<file path="src/rtl/ila_frontend_pkg.sv">
// Shared types, defaults and helpers for the ILA probe front end.
// Build option ILA_FRONTEND_CKSUM_EN enables the trailing XOR checksum byte.
package ila_frontend_pkg;

    typedef enum logic [2:0] {
        HUNT    = 3'd0,
        LEN     = 3'd1,
        PAYLOAD = 3'd2,
        CKSUM   = 3'd3,
        DONE    = 3'd4
    } fe_state_t;

    localparam logic [7:0] DEFAULT_SYNC_BYTE = 8'hA5;

    // Idle counter width; covers the full 1..65535 TIMEOUT range.
    localparam int IDLE_W = 16;

    // Counters up to 64 bits wide share this helper; callers zero-extend and truncate.
    function automatic logic [63:0] sat_inc(input logic [63:0] value,
                                            input logic [63:0] max_value);
        return (value == max_value) ? value : value + 64'd1;
    endfunction

endpackage

</file>
<file path="src/rtl/ila_sat_counter.sv">
// Saturating event counter: increments on inc, sticks at all-ones.
// Part of the ILA probe front end (ILA_FRONTEND_CKSUM_EN does not affect this file).
module ila_sat_counter
    import ila_frontend_pkg::*;
#(
    parameter int CNT_W = 16
) (
    input  logic             clk,
    input  logic             rst_n,
    input  logic             inc,
    output logic [CNT_W-1:0] count
);

    localparam logic [CNT_W-1:0] CNT_MAX = '1;

    always_ff @(posedge clk or negedge rst_n) begin
        if (!rst_n) begin
            count <= '0;
        end else if (inc) begin
            count <= CNT_W'(sat_inc(64'(count), 64'(CNT_MAX)));
        end
    end

endmodule

</file>
<file path="src/rtl/ila_probe_frontend.sv">
// Frame tracker feeding ChipWatcher probe0/probe1 with clean registered probes.
// ILA_FRONTEND_CKSUM_EN defined: frames end with an XOR checksum byte that is verified.
module ila_probe_frontend
    import ila_frontend_pkg::*;
#(
    parameter logic [7:0] SYNC_BYTE = DEFAULT_SYNC_BYTE,
    parameter int         TIMEOUT   = 1024,
    parameter int         CNT_W     = 16
) (
    input  logic             clk,
    input  logic             rst_n,
    input  logic             in_valid,
    input  logic [7:0]       in_data,
    output logic             probe0,
    output logic [7:0]       probe1,
    output logic             frame_ok,
    output logic             frame_err,
    output logic [CNT_W-1:0] ok_cnt,
    output logic [CNT_W-1:0] err_cnt,
    output fe_state_t        fsm_state
);

    localparam logic [IDLE_W-1:0] IDLE_LAST = IDLE_W'(TIMEOUT - 1);

`ifdef ILA_FRONTEND_CKSUM_EN
    localparam fe_state_t AFTER_PAYLOAD = CKSUM;
    logic [7:0] cksum;
`else
    localparam fe_state_t AFTER_PAYLOAD = DONE;
`endif

    fe_state_t         state;
    logic [7:0]        remain;
    logic [IDLE_W-1:0] idle;
    logic              in_frame_wait;
    logic              timeout_hit;
    logic              ck_bad;
    logic              ok_evt;
    logic              err_evt;
    logic              sync_seen;

    // Events are combinational so the pulse registers and counters update on the same edge.
    always_comb begin
        in_frame_wait = (state == LEN) || (state == PAYLOAD) || (state == CKSUM);
        timeout_hit   = in_frame_wait && !in_valid && (idle == IDLE_LAST);
        ck_bad        = 1'b0;
`ifdef ILA_FRONTEND_CKSUM_EN
        ck_bad        = (state == CKSUM) && in_valid && (in_data != cksum);
`endif
        ok_evt        = (state == DONE);
        err_evt       = timeout_hit || ck_bad;
        sync_seen     = in_valid && (in_data == SYNC_BYTE);
    end

    always_ff @(posedge clk or negedge rst_n) begin
        if (!rst_n) begin
            state     <= HUNT;
            remain    <= 8'h00;
            idle      <= '0;
`ifdef ILA_FRONTEND_CKSUM_EN
            cksum     <= 8'h00;
`endif
            probe0    <= 1'b0;
            probe1    <= 8'h00;
            frame_ok  <= 1'b0;
            frame_err <= 1'b0;
        end else begin
            frame_ok  <= ok_evt;
            frame_err <= err_evt;
            if (in_valid) begin
                probe1 <= in_data;
            end
            if (in_frame_wait && !in_valid) begin
                idle <= idle + 1'b1;
            end else begin
                idle <= '0;
            end

            case (state)
                // DONE behaves like HUNT for the incoming byte so back-to-back frames work.
                HUNT, DONE: begin
                    if (sync_seen) begin
                        state  <= LEN;
                        probe0 <= 1'b1;
                    end else begin
                        state  <= HUNT;
                        probe0 <= 1'b0;
                    end
                end
                LEN: begin
                    if (in_valid) begin
                        remain <= in_data;
`ifdef ILA_FRONTEND_CKSUM_EN
                        cksum  <= 8'h00;
`endif
                        state  <= (in_data != 8'h00) ? PAYLOAD : AFTER_PAYLOAD;
                    end
                end
                PAYLOAD: begin
                    if (in_valid) begin
`ifdef ILA_FRONTEND_CKSUM_EN
                        cksum  <= cksum ^ in_data;
`endif
                        remain <= remain - 8'd1;
                        if (remain == 8'd1) begin
                            state <= AFTER_PAYLOAD;
                        end
                    end
                end
`ifdef ILA_FRONTEND_CKSUM_EN
                CKSUM: begin
                    if (in_valid) begin
                        if (ck_bad) begin
                            state  <= HUNT;
                            probe0 <= 1'b0;
                        end else begin
                            state  <= DONE;
                        end
                    end
                end
`endif
                default: begin
                    state  <= HUNT;
                    probe0 <= 1'b0;
                end
            endcase

            if (timeout_hit) begin
                state  <= HUNT;
                probe0 <= 1'b0;
                idle   <= '0;
            end
        end
    end

    assign fsm_state = state;

    ila_sat_counter #(.CNT_W(CNT_W)) u_ok_cnt (
        .clk   (clk),
        .rst_n (rst_n),
        .inc   (ok_evt),
        .count (ok_cnt)
    );

    ila_sat_counter #(.CNT_W(CNT_W)) u_err_cnt (
        .clk   (clk),
        .rst_n (rst_n),
        .inc   (err_evt),
        .count (err_cnt)
    );

endmodule

</file>
<file path="config.mk">
export PLATFORM = sky130hd
export DESIGN_NAME = ila_probe_frontend
export DESIGN_NICKNAME = d
export VERILOG_FILES = /design/src/rtl/ila_frontend_pkg.sv /design/src/rtl/ila_sat_counter.sv /design/src/rtl/ila_probe_frontend.sv
export SDC_FILE = /design/constraint.sdc
export NUM_CORES = 1
export LEC_CHECK = 0
export ABC_AREA = 1
export BUFFER_PORTS_ARGS = -buffer_cell sky130_fd_sc_hd__buf_2
export CORE_MARGIN = 8
export CORE_UTILIZATION = 35
export CTS_CLUSTER_SIZE = 40
export DETAILED_ROUTE_END_ITERATION = 10
export GPL_TIMING_DRIVEN = 0
export PLACE_DENSITY = 0.52
export SETUP_SLACK_MARGIN = 0.4
export SLEW_MARGIN = 20
export SYNTH_ARGS = -nofsm -noshare
export SYNTH_HDL_FRONTEND = slang
export SYNTH_HIERARCHICAL = 1
export SYNTH_SLANG_ARGS = --single-unit
</file>
<file path="constraint.sdc">
create_clock -name clk -period 1.95 [get_ports clk]
set_input_delay 0.39 -clock clk [delete_from_list [all_inputs] [get_ports clk]]
set_output_delay 0.39 -clock clk [all_outputs]
set_load 0.02 [all_outputs]
</file>
==> results of run 1 <==
-- worst max path at each step --
stage / endpoint / depth (start not counted)
detailed placement: u_err_cnt/count[15]$_DFFE_PN0P_ / 13
global placement: fsm_state[0]$_DFFE_PN0P_ / 1
global route: u_err_cnt/count[8]$_DFFE_PN0P_ / 13
floorplan: u_err_cnt/count[15]$_DFFE_PN0P_ / 12
finish: u_err_cnt/count[15]$_DFFE_PN0P_ / 13
CTS: u_err_cnt/count[8]$_DFFE_PN0P_ / 11
-- state kept, by name (all words and copies together), names as in the netlist --
name,flops
frame_err,1
frame_ok,1
fsm_state,3
idle,16
probe0,1
probe1,8
remain,8
u_err_cnt/count,16
u_ok_cnt/count,16
-- report_power, final --
| group | switching (mW) | total, mW | leakage, nW | internal (mW) |
|---|---|---|---|---|
| Sequential | 0.0305 | 1.52 | 0.934 | 1.49 |
| Combinational | 0.150 | 0.227 | 1.61 | 0.0771 |
| Clock | 0.672 | 1.84 | 0.159 | 1.16 |
| Total | 0.852 | 3.58 | 2.70 | 2.73 |
-- final cells by class --
cell class / count / area (um^2) / share of cell area, %
Timing Repair Buffer: 89 / 559 / 10.3
Clock inverter: 6 / 93.8 / 1.73
Multi-Input combinational cell: 445 / 2270 / 41.8
Sequential cell: 70 / 1760 / 32.3
Inverter: 69 / 277 / 5.08
Tap cell: 147 / 184 / 3.38
Buffer: 7 / 55.1 / 1.01
Clock buffer: 10 / 239 / 4.39
-- synthesized netlist by cell type --
cell type  number  share of area [%]
clkinv_2        2               0.24
buf_4           4               0.72
nor3_1          3               0.36
xnor2_1         3               0.63
dfrtp_1        70                 42
inv_4           1               0.15
nor3b_1         1               0.18
nand2_2        12                1.8
buf_6           1               0.27
inv_1          56                5.0
nor3b_2         1               0.30
o21bai_2        1               0.27
nor2_4          5                1.4
nand2_4         5                1.4
o21ai_1         8               0.96
inv_2          10               0.90
nand3b_1        6                1.1
xor2_1          8                1.7
nor2_2         12                1.8
o21ai_0        16                1.9
nand2_1       222                 20
ha_1            5                1.5
nor2_1         72                6.5
buf_2           2               0.24
nand3_1        37                4.4
nand4_1        18                2.7
nand3_2         4               0.96
a21oi_1         5               0.60
-- routing by layer --
layer	global-route usage (%)	vias up
li1	-	2039
met1	17.8	1845
met2	22.0	71
met3	4.04	11
met4	5.52	0
met5	0	-
-- worst max-delay path, cell delays in order, from the launching register on --
cell,delay (ns)
dfrtp_1,0.37
nand2_1,0.11
inv_2,0.07
nand2_1,0.08
nor2_4,0.16
nand3_4,0.11
inv_4,0.07
nand2_2,0.06
nor2_4,0.09
nand2_2,0.07
nor2_4,0.15
nand3_2,0.07
nand2_1,0.06
nand2_1,0.04
-- logic make-up (layout without fill, tap and decap cells) --
group,after synthesis,in the layout,synth area share [%]
DFF,70,70,42.0
AOI/OAI and AO/OA,30,30,3.75
buffers and inverters,76,181,7.57
xor gates and xnor gates,11,11,2.31
and+or+nand+nor,398,399,42.8
adders and majority gates,5,5,1.50
-- cell usage in the layout, fill, tap and decap left out, drive strengths merged, types with 6 or more instances in the layout --
cell    instances
o21ai          24
buf            95
inv            68
dfrtp          70
nand4          18
nand3          41
nand3b          6
nand2         239
xor2            8
nor2           90
clkbuf         10
-- metrics by stage --
step,utilization [%],cells,setup slack (ns)
2_1_floorplan,-,590,0.273
3_3_place_gp,39.5,792,-0.160
3_5_place_dp,39.8,793,0.0581
4_1_cts,44.1,824,0.353
5_1_grt,46.0,843,0.216
6_report,46.0,843,0.335
-- what timing repair did --
item	4_1_cts	5_1_grt
hold buffers	1	0
gates cloned	0	1
resized for setup	16	22
endpoints found under the hold margin	22	0
pin swaps	13	11
setup buffers	14	18
endpoints found under the setup margin	29	31
==> results.cfg, run 1 <==
[run_status]
status = finished clean

[critical_path]
worst_setup_path_end_kind = register
timing.rr.end = u_err_cnt/count[15]$_DFFE_PN0P_
reg2reg_from = idle[8]$_DFF_PN0_
start_kind = register
startpoint = idle[8]$_DFF_PN0_
critical_path_arrival_ns = 1.85
cp_max_fo = 4
ff2ff_path_depth = 13
rrSetupSlack_ns = 0.34
worstSetupPathType = reg2reg
crit_required_ns = 2.18

[sta]
tightest_slew_ns = 0.348
hold_violations = 0
setup_tns_ns = 0
finalSetupViolations = 0
fmax_mhz = 619
maxSlewViolCount = 0
rsz0062_at_grt = true
clock_skew_ns = 0.0103
fin_hold_ws_ns = 0.306
period_minus_slack_ns = 1.61
slew_headroom_pct = 76.8
fin_crit_sh_pct = 82.8

[power_and_ir_drop]
p_per_area_nw_per_um2 = 659
power_mw = 3.58
peakVddDrop_mv = 0.352
p_leak_nw = 2.70

[grt]
grt_max_degree = 49
grt_pass1_wl_um = 18100
antenna_found_initial = 0
grtUsageTotal_pct = 14.0
gr-total-overflow = 0
first_global_vias = 3791

[detailed_routing]
wl_per_cell_um = 13.0
num_vias = 3966
dr.max_layer_used = met4
dr_wl_met2_um = 4990
wl_met1_um = 5270
dr.pass1.iters = 4
drcViolationCount = 0
wirelength_um = 11000
wl_met3_um = 527
drt_iter0_markers = 190
ant_nets = 0
drt-vias-per-instance = 4.70

[synthesis]
synth_cell_types = 28
syn-cell-area_um2 = 4170
ys_ff_latch = 70
avgSynthCellArea_um2 = 7.06
syn-num-nets = 606
synthCells = 590
seq_area_frac_synth_pct = 42.0
yosys_warnings = 6

[clocking]
clock_path_buffers = 2
cts_sinks = 70
cts_tree = yes
cts-buffers-inserted = 9
htree_levels = 3
insertion_delay_ns = 0.34
clk_pin_slew_ns = 0.06
root_buffer = clkbuf_16

[die]
core-area_um2 = 11800
rows = 40
die_w_um = 125
die_y_um = 125
ios = 57
start_util_pct = 35.3
die_area_um2 = 15700

[placement]
placedInstanceArea_um2 = 4700
globalplace.congestion = 0.852
io_buffers = 55
dp_hpwl_um = 7680

[flow_run]
maxCapViolCount = 0

[layout]
area_growth_syn_to_layout_pct = 30.5
nets = 707
drive_gt1_share_pct = 27.3
fin_area_um2 = 5440
n_antenna_cell = 0
nFillCells = 1195

[min_path]
min-delay-start = in_data[7]
hold_depth = 3
min_to = probe1[7]$_DFFE_PN0P_
hp-class = in2reg
(Power assumes the default switching activity.)
==> inputs of run 2 (changes only) <==
--- a/config.mk
+++ b/config.mk
@@ -5,14 +5,14 @@
 export SDC_FILE = /design/constraint.sdc
 export NUM_CORES = 1
 export LEC_CHECK = 0
-export ABC_AREA = 1
+export ABC_AREA = 0
 export BUFFER_PORTS_ARGS = -buffer_cell sky130_fd_sc_hd__buf_2
 export CORE_MARGIN = 8
 export CORE_UTILIZATION = 35
 export CTS_CLUSTER_SIZE = 40
 export DETAILED_ROUTE_END_ITERATION = 10
 export GPL_TIMING_DRIVEN = 0
-export PLACE_DENSITY = 0.52
+export PLACE_DENSITY = 0.53
 export SETUP_SLACK_MARGIN = 0.4
 export SLEW_MARGIN = 20
 export SYNTH_ARGS = -nofsm -noshare
==> constraint.sdc (replaced) <==
create_clock -name clk -period 1.6 [get_ports clk]
set_input_delay 0.32 -clock clk [delete_from_list [all_inputs] [get_ports clk]]
set_output_delay 0.32 -clock clk [all_outputs]
set_load 0.02 [all_outputs]
==> run 2 against run 1 <==
Compared with the run above: the flow now finishes with violations (setup timing); design area rose by 6.2%; via count down 21%; area after synthesis down 16%; largest cell class unchanged.
==> results.cfg, run 2 <==
[run_status]
status = complete, but fails checks
violations = setup timing

[synthesis]
ys_top_cells_by_area = dfrtp_1 50%, xor2_1 5.3%, xnor2_1 4.0%, nor2_1 3.9%, nand3_1 2.4%
synth_cell_types = 47
synth_edf_count = 0
post-synth-top-count-cell = dfrtp_1
synth_top_area_share_pct = 50.3
async_reset_ff_share_pct = 100
seq_area_frac_synth_pct = 50.3
synthTopCellsByCount = 70 x dfrtp_1, 36 x nor2_1, 21 x xor2_1
synthCells = 326
ys_ff_latch = 70
avgSynthCellArea_um2 = 10.7
syn-cell-area_um2 = 3490
syn-num-nets = 342
yosys_warnings = 6
ys.flop_type = dfrtp_1
yosysTopAreaCell = dfrtp_1

[sta]
fmax_mhz = 413
period_minus_slack_ns = 2.42
maxSlewViolCount = 0
tightest_slew_ns = 0.761
rsz0062_at_grt = true
setup_ws_ns = -0.823
slew_headroom_pct = 48.8
hold_violations = 0
setup_tns_ns = -24.15
fin_crit_sh_pct = 151
finalSetupViolations = 55
clock_skew_ns = 0.00972
fin_hold_ws_ns = 0.261

[clocking]
htree_levels = 3
insertion_delay_ns = 0.34
cts-buffers-inserted = 9
cts_tree = yes
cts_sinks = 70
clock_path_buffers = 2
clk_pin_slew_ns = 0.08
root_buffer = clkbuf_8

[layout]
final_common_cell = buf_6
fin_area_um2 = 5780
final_cell_mix = 69 x buf_6, 52 x buf_4, 44 x dfrtp_1, 26 x nor2_1, 26 x dfrtp_2
nFillCells = 811
largest_registers = idle (16), u_err_cnt/count (16), u_ok_cnt/count (16)
seqCellArea_um2 = 1780
nets = 490
drive_gt1_share_pct = 56.1
n_antenna_cell = 0
multiInputGateArea_um2 = 2180
area_growth_syn_to_layout_pct = 65.7

[grt]
first_global_vias = 3149
gr-total-overflow = 0
grtUsageTotal_pct = 14.5
grt_pass1_wl_um = 15600
grt_max_degree = 47
antenna_found_initial = 0

[power_and_ir_drop]
peakVddDrop_mv = 0.682
p_per_area_nw_per_um2 = 970
p_leak_nw = 2.56

[detailed_routing]
wirelength_um = 9630
num_vias = 3135
dr.pass1.iters = 4
drcViolationCount = 0
drt_iter0_markers = 132
wl_per_cell_um = 15.8
ant_nets = 0
drt-vias-per-instance = 5.13

[placement]
placedInstanceArea_um2 = 4230
dp_hpwl_um = 5710
globalplace.congestion = 0.759
io_buffers = 56

[critical_path]
worst_setup_path_end_kind = register
worstSetupPathType = reg2reg
crit_required_ns = 1.85
start_kind = register
crit_slowest_cell = or4_1
crit_path_max_incr_delay_ns = 0.52
crit_buf_inv = 0
critPathTopFamily = simple AND/OR/NAND/NOR gates
cp_max_fo = 7
path_cells = or4_1 -> or4_4 -> nor2_4 -> and3_4 -> nand3_4 -> nor3_1 -> xor2_1
critical_path_arrival_ns = 2.68

[min_path]
hp-class = in2reg

[die]
ios = 57
die_y_um = 116
rows = 36
die_w_um = 116
start_util_pct = 35.8
core-area_um2 = 9730
die_area_um2 = 13400

[flow_run]
maxCapViolCount = 0
-- run 2: cell types whose count changed in the layout (fill, tap and decap cells not counted), moves of 20 or more --
| cell | previous run | this run |
|---|---|---|
| nand2_1 | 217 | 15 |
| buf_6 | 3 | 69 |
| inv_1 | 53 | 7 |
| buf_2 | 56 | 12 |
| nor2_1 | 66 | 26 |
| nand3_1 | 35 | 13 |
| dfrtp_1 | 64 | 44 |
| dfrtp_2 | 6 | 26 |
-- run 2: power breakdown --
part	switching (mW)	leakage (nW)	internal [mW]
Sequential	0.182	0.899	1.94
Clock	0.681	0.115	0.950
Combinational	0.836	1.55	1.02
-- run 2: stage by stage --
step | power [mW] | utilization, % | setup WS [ns] | instances
final | 5.60 | 59.4 | -0.823 | 611
after global placement | 3.03 | 43.2 | -0.968 | 515
after CTS | 5.32 | 55.0 | -0.780 | 583
after detailed placement | 3.06 | 43.5 | -0.979 | 516
after global routing | 5.88 | 59.4 | -0.886 | 611
after floorplan | 2.79 | - | -0.733 | 326
-- run 2: path summary, 6_finish.rpt --
path | start | to | slack, ns | depth (start not counted)
min in group asynchronous | rst_n | u_ok_cnt/count[11]$_DFFE_PN0P_ | 0.48 | 2
hold / removal | in_data[0] | probe1[0]$_DFFE_PN0P_ | 0.26 | 2
max in group asynchronous | rst_n | fsm_state[0]$_DFFE_PN0P_ | 0.56 | 3
setup / recovery | idle[12]$_DFF_PN0_ | u_err_cnt/count[9]$_DFFE_PN0P_ | -0.82 | 7
setup reg to reg | idle[12]$_DFF_PN0_ | u_err_cnt/count[9]$_DFFE_PN0P_ | -0.82 | 7
hold reg to reg | u_ok_cnt/count[11]$_DFFE_PN0P_ | u_ok_cnt/count[11]$_DFFE_PN0P_ | 0.52 | 1
-- run 2: final cells by class --
type / count / area share [%]
Multi-Input combinational cell: 241 / 37.7
Timing Repair Buffer: 137 / 22.6
Buffer: 7 / 1.56
Clock inverter: 4 / 1.21
Tap cell: 133 / 2.88
Sequential cell: 70 / 30.9
Clock buffer: 11 / 2.62
Inverter: 8 / 0.520
-- run 2: cell families (layout without fill, tap and decap cells) --
family	Yosys count	after routing	synth area share [%]
AND/OR/NAND/NOR	145	145	25.1
flip-flops	70	70	50.3
AO/OA/AOI/OAI	45	45	8.76
XOR/XNOR	37	37	9.30
buffers and inverters	15	167	1.87
multiplexers	9	9	2.91
adder cells (fa/ha/maj)	5	5	1.79
-- run 2: timing repair --
| item | in CTS | in global routing |
|---|---|---|
| pin swaps | 28 | 34 |
| hold buffers | 1 | 0 |
| gates resized for setup | 141 | 56 |
| setup endpoints to repair | 106 | 107 |
| hold endpoints to repair | 24 | 0 |
| gates cloned | 2 | 1 |
| setup buffers | 49 | 27 |
-- run 2: routing by layer --
layer  global-route usage, %  vias to the layer above  wire length, um
met3                    3.44                       15              502
met5                       0                        -                0
met1                    18.2                     1565             4260
met2                    23.9                       69             4700
li1                        -                     1486                -
met4                    5.19                        0              172
